===== config.mk =====
export PLATFORM = sky130hd
export DESIGN_NAME = ps2_key_decoder
export DESIGN_NICKNAME = d
export VERILOG_FILES = /design/src/rtl/ps2_pkg.sv /design/src/rtl/ps2_rx_frame.sv /design/src/rtl/ps2_key_decoder.sv
export SDC_FILE = /design/constraint.sdc
export NUM_CORES = 1
export LEC_CHECK = 0
export ABC_CLOCK_PERIOD_IN_PS = 2050
export CORE_UTILIZATION = 30
export CTS_CLUSTER_SIZE = 8
export DETAILED_ROUTE_END_ITERATION = 10
export MAX_ROUTING_LAYER = met4
export SYNTH_ARGS = -nofsm -noshare
export SYNTH_HDL_FRONTEND = slang
export SYNTH_SLANG_ARGS = --single-unit

===== constraint.sdc =====
create_clock -name clk -period 2.05 [get_ports clk]
set_input_delay 0.615 -clock clk [delete_from_list [all_inputs] [get_ports clk]]
set_output_delay 0.615 -clock clk [all_outputs]
set_load 0.02 [all_outputs]

===== src/rtl/ps2_pkg.sv =====
// Shared scan-code constants, decode-state encoding and parity helper
// for the PS/2 keyboard decoder.
package ps2_pkg;

    localparam logic [7:0] SC_EXT   = 8'hE0;
    localparam logic [7:0] SC_BRK   = 8'hF0;
    localparam logic [7:0] SC_SPACE = 8'h29;
    localparam logic [7:0] SC_LEFT  = 8'h6B;
    localparam logic [7:0] SC_RIGHT = 8'h74;

    typedef enum logic [1:0] {
        ST_IDLE,
        ST_EXT,
        ST_BRK,
        ST_EXT_BRK
    } dec_state_t;

    // True when data plus parity bit carry an odd number of ones.
    function automatic logic parity_ok(input logic [7:0] data, input logic par);
        return ^{data, par};
    endfunction

endpackage


===== src/rtl/ps2_rx_frame.sv =====
// Bit-level PS/2 receiver: synchronizes the bus, samples data on falling
// clock edges, assembles 11-bit frames and flags parity/stop/timeout errors.
module ps2_rx_frame
    import ps2_pkg::*;
#(
    parameter int unsigned TIMEOUT_CYCLES = 200_000
) (
    input  logic       clk,
    input  logic       rst,
    input  logic       ps2_clk,
    input  logic       ps2_data,
    output logic [7:0] byte_data,
    output logic       byte_valid,
    output logic       err
);

    localparam int unsigned TW = $clog2(TIMEOUT_CYCLES + 1);

    logic          clk_s1, clk_s2, clk_prev;
    logic          dat_s1, dat_s2;
    logic          fall;
    logic [3:0]    bit_cnt;
    logic [7:0]    shift;
    logic          par_bit;
    logic [TW-1:0] timer;

    // Two-stage synchronizers (idle-high on reset) plus a delayed copy of the clock for edge detection
    always_ff @(posedge clk or posedge rst) begin
        if (rst) begin
            clk_s1   <= 1'b1;
            clk_s2   <= 1'b1;
            clk_prev <= 1'b1;
            dat_s1   <= 1'b1;
            dat_s2   <= 1'b1;
        end else begin
            clk_s1   <= ps2_clk;
            clk_s2   <= clk_s1;
            clk_prev <= clk_s2;
            dat_s1   <= ps2_data;
            dat_s2   <= dat_s1;
        end
    end

    assign fall = clk_prev & ~clk_s2;

    // Frame assembly: start, 8 data bits LSB-first, odd parity, stop; abort on inter-edge timeout
    always_ff @(posedge clk or posedge rst) begin
        if (rst) begin
            bit_cnt    <= '0;
            shift      <= '0;
            par_bit    <= 1'b0;
            timer      <= '0;
            byte_data  <= '0;
            byte_valid <= 1'b0;
            err        <= 1'b0;
        end else begin
            byte_valid <= 1'b0;
            err        <= 1'b0;
            if (fall) begin
                timer <= '0;
                if (bit_cnt == 4'd0) begin
                    // a high start bit is noise; stay waiting for a real start
                    if (!dat_s2)
                        bit_cnt <= 4'd1;
                end else if (bit_cnt <= 4'd8) begin
                    shift   <= {dat_s2, shift[7:1]};
                    bit_cnt <= bit_cnt + 4'd1;
                end else if (bit_cnt == 4'd9) begin
                    par_bit <= dat_s2;
                    bit_cnt <= 4'd10;
                end else begin
                    bit_cnt <= '0;
                    if (parity_ok(shift, par_bit) && dat_s2) begin
                        byte_data  <= shift;
                        byte_valid <= 1'b1;
                    end else begin
                        err <= 1'b1;
                    end
                end
            end else if (bit_cnt != 4'd0) begin
                if (timer == TW'(TIMEOUT_CYCLES - 1)) begin
                    bit_cnt <= '0;
                    timer   <= '0;
                    err     <= 1'b1;
                end else begin
                    timer <= timer + 1'b1;
                end
            end
        end
    end

endmodule


===== src/rtl/ps2_key_decoder.sv =====
// PS/2 keyboard decoder: turns received scan codes into held-key levels
// for space, left arrow and right arrow.
module ps2_key_decoder
    import ps2_pkg::*;
#(
    parameter int unsigned CLK_FREQ       = 100_000_000,
    parameter int unsigned TIMEOUT_CYCLES = CLK_FREQ / 500
) (
    input  logic       clk,
    input  logic       rst,
    input  logic       ps2_clk,
    input  logic       ps2_data,
    output logic       key_space,
    output logic       key_left,
    output logic       key_right,
    output logic       scan_valid,
    output logic [7:0] scan_code,
    output logic       frame_err
);

    logic [7:0] rx_byte;
    logic       rx_valid;
    logic       rx_err;
    dec_state_t state;

    ps2_rx_frame #(
        .TIMEOUT_CYCLES(TIMEOUT_CYCLES)
    ) u_rx (
        .clk       (clk),
        .rst       (rst),
        .ps2_clk   (ps2_clk),
        .ps2_data  (ps2_data),
        .byte_data (rx_byte),
        .byte_valid(rx_valid),
        .err       (rx_err)
    );

    assign scan_code  = rx_byte;
    assign scan_valid = rx_valid;
    assign frame_err  = rx_err;

    // Make/break sequence decoder; advances only on good bytes, so frame errors leave it untouched
    always_ff @(posedge clk or posedge rst) begin
        if (rst) begin
            state     <= ST_IDLE;
            key_space <= 1'b0;
            key_left  <= 1'b0;
            key_right <= 1'b0;
        end else if (rx_valid) begin
            case (state)
                ST_IDLE: begin
                    if (rx_byte == SC_EXT)
                        state <= ST_EXT;
                    else if (rx_byte == SC_BRK)
                        state <= ST_BRK;
                    else begin
                        state <= ST_IDLE;
                        if (rx_byte == SC_SPACE)
                            key_space <= 1'b1;
                    end
                end
                ST_EXT: begin
                    if (rx_byte == SC_BRK)
                        state <= ST_EXT_BRK;
                    else if (rx_byte == SC_EXT)
                        state <= ST_EXT;
                    else begin
                        state <= ST_IDLE;
                        if (rx_byte == SC_LEFT)
                            key_left <= 1'b1;
                        else if (rx_byte == SC_RIGHT)
                            key_right <= 1'b1;
                    end
                end
                ST_BRK: begin
                    if (rx_byte == SC_BRK)
                        state <= ST_BRK;
                    else begin
                        state <= ST_IDLE;
                        if (rx_byte == SC_SPACE)
                            key_space <= 1'b0;
                    end
                end
                default: begin
                    state <= ST_IDLE;
                    if (rx_byte == SC_LEFT)
                        key_left <= 1'b0;
                    else if (rx_byte == SC_RIGHT)
                        key_right <= 1'b0;
                end
            endcase
        end
    end

endmodule

-- After elaboration in Yosys (flattened, before gate mapping)
Index checks and enable logic that the tools add are counted.
- add/sub/neg operators: 2
- order comparisons: 1
- eq/ne operators: 17
- muxes and demuxes: 45
- bitwise logic cells: 7
- reductions and logical operators: 16
- operator list (kind ; number):
    $mux W18 ; 3
    $mux W1 ; 28
    $mux W4 ; 7
    $add A18 B1 Y18 const B ; 1
    $eq A18 B18 Y1 const B ; 1
    $eq A8 B7 Y1 const B ; 2
    $eq A8 B8 Y1 const B ; 2
    $ne A2 B2 Y1 const B ; 7
    $reduce_and A5 Y1 ; 2
    $reduce_xor A9 Y1 ; 1
    $eq A8 B6 Y1 const B ; 1
    $reduce_and A7 Y1 ; 1
    $mux W2 ; 3
    $not A1 Y1 ; 6
    $pmux W1 S2 ; 3
    $pmux W2 S3 ; 1
    $reduce_and A3 Y1 ; 2
    $reduce_and A6 Y1 ; 1
    $reduce_bool A2 Y1 ; 3
    $add A4 B1 Y4 const B ; 1
    $eq A4 B4 Y1 const B ; 1
    $le A4 B4 Y1 const B ; 1
    $logic_not A4 Y1 ; 1
    $reduce_and A4 Y1 ; 1
    other kinds (8) ; 8
- register bits after elaboration: 51
- input port bits: 4
- output and inout port bits: 13
- logic and storage cells: 104

-- Depth between registers and ports, before layout
Gate-level depths: netlist of run 1.
- depth in word-level cells: 7
- mapped depth: 8
- depth with buffers taken out: 7

-- Cells and area by module
Synthesis of run 1 repeated with hierarchy kept, for this count alone.
- cells, all modules: 221
- area total of the unflattened synthesis: 2513.7 um^2
- by module, submodules not included (module ; instances ; cells each ; area each (um^2) ; seq. area each (um^2)):
    ps2_rx_frame ; 1 ; 193 ; 2212.1 ; 1157.4
    ps2_key_decoder ; 1 ; 28 ; 301.5 ; 125.1

-- Least setup slack after synthesis of run 1
Ideal clock, no wire load.
- path kind: flip-flop to flip-flop
- start: register u_rx.bit_cnt[0]
- end: register u_rx.timer[17]
- setup time: 0.132 ns
- data arrival time: 1.788 ns
- data required time: 1.918 ns
- setup slack: 0.130 ns
- cell stages (with the launch flop): 8
- buffers on the path: 0
- clock period less this slack: 1.920 ns
- cell sequence: dfrtp_1 inv_1 ha_1 nor3b_2 a2111oi_2 nand4_1 xor2_1 nor2_1
- word-level cells in the longest chain between the ends: 2
- ends and longest elaborated chain (element ; RTL line ; text):
    start, declared ; ps2_rx_frame.sv:22 ; logic [3:0] bit_cnt;
    start signal, assigned ; ps2_rx_frame.sv:67 ; bit_cnt <= bit_cnt + 4'd1;
    $reduce_bool A4 Y1 ; ps2_rx_frame.sv:80 ; end else if (bit_cnt != 4'd0) begin
    $reduce_bool A2 Y1 (no line) ; -- ;
    end signal, assigned ; ps2_rx_frame.sv:86 ; timer <= timer + 1'b1;
    end, declared ; ps2_rx_frame.sv:25 ; logic [TW-1:0] timer;
No other way between the ends.
A chain may end at the register's enable or synchronous reset.

-- Worst setup path after layout of run 1
- start: register u_rx.byte_data[7]
- end: output port scan_code[7]
- RTL lines (element ; RTL line ; text):
    start, declared ; ps2_rx_frame.sv:12 ; output logic [7:0] byte_data,
    start signal, assigned ; ps2_rx_frame.sv:74 ; byte_data <= shift;
    end, declared ; ps2_key_decoder.sv:17 ; output logic [7:0] scan_code,
No word-level cell between the ends.

==> results of run 1 <==
-- flip-flops by register name, summed over array words and instances, names as in the netlist, 2 cells and up --
register and count:
u_rx.timer 18, u_rx.byte_data 8, u_rx.shift 8, state 2, u_rx.bit_cnt 4
-- cell families (layout without fill, tap and decap cells) --
| family | Yosys count | after routing |
|---|---|---|
| AO/OA/AOI/OAI | 28 | 28 |
| XOR/XNOR | 20 | 20 |
| adder cells (fa/ha/maj) | 4 | 4 |
| buffers and inverters | 14 | 55 |
| flip-flops | 51 | 51 |
| multiplexers | 18 | 18 |
| AND/OR/NAND/NOR | 91 | 91 |
-- where the power goes --
| part | total (W) | switching [W] | internal, W | leakage [nW] |
|---|---|---|---|---|
| Combinational | 0.000968 | 0.000450 | 0.000518 | 0.643 |
| Sequential | 0.00122 | 0.000102 | 0.00112 | 0.686 |
| Clock | 0.000722 | 0.000327 | 0.000395 | 0.0612 |
| Total | 0.00291 | 0.000878 | 0.00203 | 1.39 |
-- area by class of cell --
class / count / area, um2
tap: 102 / 128
fill: 794 / 4740
timing repair buffer: 38 / 365
clock buffer: 6 / 82.6
multi-input combinational: 161 / 1180
inverter: 9 / 33.8
clock inverter: 2 / 35.0
sequential: 51 / 1280
-- path summary, 6_finish.rpt --
| kind | cells after the start | from | end | slack (ps) |
|---|---|---|---|---|
| setup reg to reg | 7 | u_rx.bit_cnt[1]$_DFFE_PP0P_ | u_rx.shift[7]$_DFFE_PP0P_ | 100 |
| setup / recovery | 1 | u_rx.byte_data[7]$_DFFE_PP0P_ | scan_code[7] | 80 |
| max in group asynchronous | 3 | rst | u_rx.clk_prev$_DFF_PP1_ | 1140 |
| hold reg to reg | 0 | u_rx.dat_s1$_DFF_PP1_ | u_rx.dat_s2$_DFF_PP1_ | 360 |
| hold / removal | 0 | u_rx.dat_s1$_DFF_PP1_ | u_rx.dat_s2$_DFF_PP1_ | 360 |
| min in group asynchronous | 3 | rst | u_rx.byte_data[5]$_DFFE_PP0P_ | 650 |
-- timing repair --
action                                 4_1_cts  5_1_grt
endpoints found under the hold margin        0        0
setup endpoints to repair                    0       16
buffers inserted                             0        2
gates resized for setup                      0       11
-- worst register-to-register path: cells and delay by family (launching register included) --
| family | cells | cell delay (ps) |
|---|---|---|
| multiplexers | 1 | 330 |
| adder cells (fa/ha/maj) | 1 | 200 |
| buffers and inverters | 3 | 420 |
| flip-flops | 1 | 390 |
| AND/OR/NAND/NOR | 2 | 510 |
-- layout by cell type (no fill, tap or decap), types with 2 or more instances in the layout --
cell type / instances
dfrtp_1: 46
a311oi_1: 2
a31oi_1: 2
ha_1: 3
o21ai_0: 10
clkbuf_8: 6
buf_4: 19
inv_1: 8
nor3_1: 7
nand2_1: 20
buf_12: 3
mux2_2: 18
dfstp_2: 5
nor2b_1: 5
nand4_1: 4
a21oi_1: 5
nand4b_1: 3
nor2_1: 18
nand3_1: 11
clkdlybuf4s50_1: 15
xnor2_1: 7
nand2b_1: 3
xor2_1: 11
and2_1: 2
o21a_1: 2
and3_1: 3
or4_1: 2
-- per-stage QoR --
step,util [%],total power [W],hold WS (ps),instances,cell area [um2]
final,39.6,0.00291,359,369,3110
after global routing,39.6,0.00310,367,369,3110
after CTS,38.8,0.00290,361,368,3040
after detailed placement,37.3,0.00216,347,360,2930
after global placement,37.3,0.00214,346,360,2930
after floorplan,-,0.00182,345,226,2460
-- routing by layer --
metal	global-route usage, %	vias to the layer above	routed length, um
met5	-	-	0
met4	4.49	0	75
met3	2.05	6	86
met2	19.9	15	2310
met1	17.9	855	2390
li1	-	877	-
==> flow_metrics.env, run 1 <==
export IMPL_slew_headroom_pct=64.8
export IMPL_hold_viol=0
export IMPL_dr_pass1_iters=4
export IMPL_die_h_um=92.6
export IMPL_startpoint_type="flop"
export IMPL_crit_fanout=4
export IMPL_dp_final_hpwl_um=3470
export IMPL_cts_path_max_buffers=2
export IMPL_p_per_area_nw_per_um2=936
export IMPL_p_leak_nw=1.39
export IMPL_initial_utilization_pct=31.4
export IMPL_status="finished, final reports clean"
export IMPL_yosys_area_top_type_share_pct=46.7
export IMPL_hold_class="flop to flop"
export IMPL_fin_ws_ps=76.3
export IMPL_finalSetupViolCount=0
export IMPL_clock_latency_ps=300
export IMPL_diodes=0
export IMPL_place_ws_ps=49.1
export IMPL_worst_path_buf_inv=1
export IMPL_rows=32
export IMPL_synth_edf_count=0
export IMPL_grt_start_max_net_pins=37
export IMPL_syn_to_final_growth_pct=26.3
export IMPL_fmaxAchievable_ghz=0.507
export IMPL_path_delay_family="buffers and inverters"
export IMPL_synth_area_um2=2460
export IMPL_required_ps=1430
export IMPL_numCtsBuffers=5
export IMPL_synth_fp_nets=234
export IMPL_slowest_stage="clkdlybuf4s50_1"
export IMPL_io_pins=17
export IMPL_ys_async_sr_fraction_pct=100
export IMPL_postRouteAntennaNets=0
export IMPL_arrival_ps=1360
export IMPL_fin_nets=274
export IMPL_crit_type="flop to output port"
export IMPL_ys_ff_latch=51
export IMPL_grt_pass1_vias=1800
export IMPL_routed_wl_um=4860
export IMPL_cp_cell_sequence="clkdlybuf4s50_1"
export IMPL_drc_errors=0
export IMPL_endpoint_kind="output port"
export IMPL_io_buffers=16
export IMPL_finClkSkew_ps=9.00
export IMPL_synthCells=226
export IMPL_drv_slew=0
export IMPL_synth_top_cells_by_count="46 x dfrtp_1, 20 x nand2_1, 19 x nor2_1"
export IMPL_gr_total_overflow=0
export IMPL_synth_top_family_by_area="simple AND/OR/NAND/NOR gates"
export IMPL_yosysTopAreaCell="dfrtp_1"
export IMPL_fin_setup_tns_ps=0
export IMPL_ys_flop_type="dfrtp_1"
export IMPL_synth_area_top_cells="dfrtp_1 47%, mux2_2 8.2%, dfstp_2 5.3%, xor2_1 3.9%, nand2_1 3.0%"
export IMPL_drt_iter0_markers=103
export IMPL_drive_above_1_share_pct=25.1
export IMPL_syn_avg_cell_area_um2=10.9
export IMPL_synthDistinctLibCells=43
export IMPL_ir_drop_mv=0.462
export IMPL_fp_dieW_um=92.6
export IMPL_critPathMaxStageDelay_ps=630
export IMPL_root_buffer="clkbuf_8"
export IMPL_synth_most_common_cell="dfrtp_1"
export IMPL_cts_reportedPaths_clkPinSlew_ps=90
export IMPL_synthAdderAreaFrac_pct=2.03
export IMPL_ys_warn_count=0
export IMPL_cts_sinks=51
export IMPL_synth_compound_area_share_pct=7.21
export IMPL_grt_usage_pct=13.1
export IMPL_synth_simple_area_share_pct=20.3
export IMPL_fin_crit_sh_pct=96.3
export IMPL_fin_crit_ps=1970
export IMPL_hold_buffers=0
export IMPL_cts_tree="yes"
export IMPL_cts_max_level=2
export IMPL_synth_xor_area_share_pct=7.97
export IMPL_coreArea_um2=7850
export IMPL_grt_pass1_wl_um=8690
export IMPL_viasPerCell=4.75
export IMPL_cap_violations=0
export IMPL_synth_mux_area_share_pct=8.23
export IMPL_ys_seq_area_share_pct=52.1
export IMPL_die_area_um2=8580
export IMPL_antenna_found_initial=0
export IMPL_worst_pin_slew_ps=526
export IMPL_wire_per_inst_um=13.2
export IMPL_gp_congestion=0.788
export IMPL_vias=1753
No activity file was read; power rests on OpenSTA's default activity.
==> run 2, diff against run 1 <==
--- a/config.mk
+++ b/config.mk
@@ -5,7 +5,7 @@
 export SDC_FILE = /design/constraint.sdc
 export NUM_CORES = 1
 export LEC_CHECK = 0
-export ABC_CLOCK_PERIOD_IN_PS = 2050
+export ABC_CLOCK_PERIOD_IN_PS = 2550
 export CORE_UTILIZATION = 30
 export CTS_CLUSTER_SIZE = 8
 export DETAILED_ROUTE_END_ITERATION = 10
==> constraint.sdc (replaced) <==
create_clock -name clk -period 2.55 [get_ports clk]
set_input_delay 0.765 -clock clk [delete_from_list [all_inputs] [get_ports clk]]
set_output_delay 0.765 -clock clk [all_outputs]
set_load 0.02 [all_outputs]
==> flow_metrics.env, run 2 (synthesized netlist as in run 1, its figures left out) <==
export IMPL_wire_per_inst_um=12.7
export IMPL_grt_pass1_vias=1601
export IMPL_cts_max_level=2
export IMPL_endpoint_kind="flop"
export IMPL_cts_setup_buffers=0
export IMPL_antenna_found_initial=0
export IMPL_cts_resized=0
export IMPL_worst_pin_slew_ps=771
export IMPL_rows=32
export IMPL_crit_type="flop to flop"
export IMPL_syn_to_final_growth_pct=14.8
export IMPL_hold_viol=0
export IMPL_diodes=0
export IMPL_rsz0062_at_grt="no"
export IMPL_cts_tree="yes"
export IMPL_min_from="u_rx.dat_s1$_DFF_PP1_"
export IMPL_die_h_um=92.6
export IMPL_viasPerCell=4.85
export IMPL_startpoint_type="flop"
export IMPL_top_register="u_rx.timer"
export IMPL_grt_pass1_wl_um=7690
export IMPL_p_per_area_nw_per_um2=711
export IMPL_die_area_um2=8580
export IMPL_coreArea_um2=7850
export IMPL_drt_iter0_markers=104
export IMPL_fin_total_pwr_w=0.00201
export IMPL_final_common_cell="dfrtp_1"
export IMPL_drive_above_1_share_pct=15.4
export IMPL_final_cell_mix="46 x dfrtp_1, 20 x nand2_1, 19 x nor2_1, 18 x mux2_2, 16 x clkdlybuf4s50_1"
export IMPL_gr_total_overflow=0
export IMPL_vias=1692
export IMPL_finalSetupViolCount=0
export IMPL_dp_final_hpwl_um=3120
export IMPL_hold_buffers=0
export IMPL_fin_crit_ps=2280
export IMPL_ir_drop_mv=0.385
export IMPL_crit_fanout=7
export IMPL_cap_violations=0
export IMPL_io_buffers=16
export IMPL_largest_reg_flops=18
export IMPL_cts_reportedPaths_clkPinSlew_ps=90
export IMPL_drv_slew=0
export IMPL_postRouteAntennaNets=0
export IMPL_numCtsBuffers=5
export IMPL_fp_dieW_um=92.6
export IMPL_root_buffer="clkbuf_8"
export IMPL_initial_utilization_pct=31.4
export IMPL_hold_class="flop to flop"
export IMPL_arrival_ps=2450
export IMPL_fin_setup_tns_ps=0
export IMPL_routed_wl_um=4450
export IMPL_io_pins=17
export IMPL_final_core_util_pct=36.0
export IMPL_cts_sinks=51
export IMPL_drc_errors=0
export IMPL_nFillCells=796
export IMPL_startpoint="u_rx.bit_cnt[0]$_DFFE_PP0P_"
export IMPL_fmaxAchievable_ghz=0.439
export IMPL_fin_nets=254
export IMPL_r2r_start="u_rx.bit_cnt[0]$_DFFE_PP0P_"
export IMPL_dr_pass1_iters=4
export IMPL_required_ps=2730
export IMPL_reg_top3="u_rx.timer x18, u_rx.byte_data x8, u_rx.shift x8"
export IMPL_cts_path_max_buffers=2
export IMPL_fin_crit_sh_pct=89.3
export IMPL_grt_start_max_net_pins=29
export IMPL_gp_congestion=0.805
export IMPL_status="finished, final reports clean"
export IMPL_slew_headroom_pct=48.3
export IMPL_finClkSkew_ps=2.52
export IMPL_p_leak_nw=1.23
export IMPL_grt_usage_pct=11.5
export IMPL_clock_latency_ps=300
==> run 2: changes by cell type in the layout (fill, tap and decap cells not counted), sizes merged <==
cell,before,now
buf,22,2
bufinv,1,0
clkbuf,6,7
clkdlybuf4s50,15,16
clkinv,1,0
clkinvlp,0,1
dlymetal6s2s,1,0
==> run 2: layer usage <==
metal / share of wire [%] / GRT usage, %
met5: 0 / -
met4: 2.0 / 4.87
met3: 2.5 / 1.72
met2: 45 / 16.9
met1: 51 / 15.8
==> run 2: final timing paths <==
| kind | to | slack, ps | depth (start not counted) |
|---|---|---|---|
| worst min register to register | u_rx.dat_s2$_DFF_PP1_ | 360 | 0 |
| worst max-delay path | u_rx.timer[17]$_DFFE_PP0P_ | 270 | 7 |
| max in group asynchronous | u_rx.clk_s1$_DFF_PP1_ | 1400 | 3 |
| worst max register to register | u_rx.timer[17]$_DFFE_PP0P_ | 270 | 7 |
| worst min-delay path | u_rx.dat_s2$_DFF_PP1_ | 360 | 0 |
| min in group asynchronous | u_rx.byte_data[5]$_DFFE_PP0P_ | 820 | 3 |
==> run 2: where the power goes <==
group	switching [W]	internal [W]
registers	0.0000952	0.000900
logic	0.000292	0.000268
clock network	0.000261	0.000195
==> run 2: cell type report <==
cell class / instances / area (um2) / share of cell area (%)
multi-input combinational: 161 / 1130 / 39.8
clock inverter: 1 / 7.51 / 0.265
timing repair buffer: 18 / 175 / 6.19
inverter: 9 / 33.8 / 1.19
sequential: 51 / 1280 / 45.3
tap: 102 / 128 / 4.51
clock buffer: 7 / 76.3 / 2.70
==> run 2: metrics by stage <==
stage | setup WS, ps | hold WS (ps) | area, um2 | cells
2_1_floorplan | 564 | 345 | 2460 | 226
3_3_place_gp | 327 | 346 | 2750 | 341
3_5_place_dp | 312 | 348 | 2750 | 341
4_1_cts | 274 | 361 | 2830 | 349
5_1_grt | 83.0 | 363 | 2830 | 349
6_report | 273 | 359 | 2830 | 349
==> run 2: critical path, stage by stage (launching register included) <==
cell       delay, ps
dfrtp_1          410
inv_1             80
ha_1             260
nor3b_2          220
a2111oi_2        750
nand4_1          210
xor2_1           180
nor2_1            50
==> variant: new RTL, flow settings as in run 1 <==
`CLK_FREQ`: 100_000_000 -> 50_000_000.
--- a/src/rtl/ps2_key_decoder.sv
+++ b/src/rtl/ps2_key_decoder.sv
@@ -4,5 +4,5 @@
     import ps2_pkg::*;
 #(
-    parameter int unsigned CLK_FREQ       = 100_000_000,
+    parameter int unsigned CLK_FREQ       = 50_000_000,
     parameter int unsigned TIMEOUT_CYCLES = CLK_FREQ / 500
 ) (
Behaviour: same outputs for any inputs over 10 cycles, from zero or initial values and one cycle with rst high; that may be too few to reach the edited logic, so the function may still have changed.
==> variant against run 1 <==
Final cell count shrank 7.0%. Setup slack lost 0.0078 ns. Sequential cell count shrank 1. Total power shrank 1.1%. Wire length shrank 8.9%. Clock power shrank 9.7%. Final area shrank 6.0%. Synthesized area shrank 4.5%. Critical path type unchanged. Largest power group unchanged.
==> variant: results (changes against run 1) <==
* Share of post-route cells with drive strength above 1 at 0.230 (-0.0214)
* Worst Skew at 0.00698 ns (-0.00202 ns)
* Fillcell total at 710 (-11%)
* Regs by FF count: u_rx.timer x17, u_rx.byte_data x8, u_rx.shift x8
* Top cells by area, synth: dfrtp_1, mux2_2, dfstp_2
* DRT iter0 DRCs at 85 (-17%)
* Max incr delay on CP at 0.63 ns (about the same)
* Critical Path Fanout Max at 5 (+1)
* Reg-to-reg startpoint: u_rx.timer[8]
* Routability-driven placement congestion ratio at 0.815 (+3.5%)
* Count of buffers from port buffering at 16 (unchanged)
* Nets@finish at 251 (-8.4%)
* WL per Instance at 12.9 µm (-2.0%)
* Syn nets at 214 (-8.5%)
* Slew headroom at 0.709 (+0.0614)
* CP startpoint: u_rx.byte_data[2]
* Pre-Repair DR Iteration Count at 4 (unchanged)
* Hold Crit Start: u_rx.clk_s1
* Yosys cell types at 47 (+9.3%)
* Commonest cells post-synth: dfrtp_1, nor2_1, mux2_2, nand2_1, xor2_1
* First-pass GRT wire length at 7.73 mm (-11%)
* Sequential-to-total area share from yosys stat at 0.535 (+0.0140)
* Switching Share at 0.321 (+0.0189)
* Largest net degree at the start of global routing at 26 (-30%)
* Routed via count at 1611 (-8.1%)
* Gr usage total at 0.121 (-0.0102)
* DP HPWL at 3.17 mm (-8.5%)
* Status: finished clean
variant: cell types whose count changed after synthesis, moves of 3 or more:
cell	run 1	this run
nand3_1	11	8
nand4_1	4	7
nor3_1	8	2
nand2_1	20	16
variant: path summary, 6_finish.rpt:
check / endpoint / slack [ns] / depth (start not counted)
max: scan_code[2] / 0.07 / 1
min: u_rx.clk_s2 / 0.36 / 0
max reg2reg: u_rx.bit_cnt[0] / 0.07 / 5
min reg2reg: u_rx.clk_s2 / 0.36 / 0
max in group asynchronous: u_rx.clk_s1 / 0.97 / 3
min in group asynchronous: state[1] / 0.57 / 2
variant: cell families (layout without fill, tap and decap cells):
group	count (synthesis)	after routing	synth area share
buffers and inverters	11	49	0.0213
and+or+nand+nor	78	78	0.184
AOI/OAI and AO/OA	24	24	0.0697
xor gates and xnor gates	21	21	0.0840
adders and majority gates	5	5	0.0255
DFF	50	50	0.535
muxes	17	17	0.0814
variant: routing by layer:
metal / global-route usage / share of wire / vias up / routed length (µm)
met3: 0.0278 / 0.026 / 7 / 117
met1: 0.159 / 0.50 / 782 / 2220
met2: 0.184 / 0.46 / 23 / 2030
met4: 0.0403 / 0.014 / 0 / 61
li1: - / - / 799 / -
met5: - / 0 / - / 0
variant: cell type report:
type                       count  area [µm²]  share of cell area
sequential                    50        1260               0.430
tap                           99         124              0.0424
inverter                       7        26.3             0.00899
clock buffer                   8         110              0.0377
timing repair buffer          34         338               0.116
multi-input combinational    145        1070               0.365
variant: power by group through the flow:
| stage | combinational, mW | sequential, mW | clock [mW] |
|---|---|---|---|
| detailed placement | 0.906 | 1.31 | 0 |
| global placement | 0.913 | 1.31 | 0 |
| global route | 1.03 | 1.32 | 0.727 |
| floorplan | 0.689 | 1.29 | 0 |
| finish | 0.937 | 1.29 | 0.652 |
| CTS | 0.918 | 1.29 | 0.680 |
variant: stage by stage:
stage | instance area, µm² | TNS [ns] | instances | worst slack, ns
after floorplan | 2350 | 0 | 206 | 0.0305
after global placement | 2790 | 0 | 335 | 0.0575
after detailed placement | 2790 | 0 | 335 | 0.0347
after CTS | 2900 | 0 | 343 | 0.00897
after global routing | 2920 | -0.0118 | 343 | -0.0118
final | 2920 | 0 | 343 | 0.0685
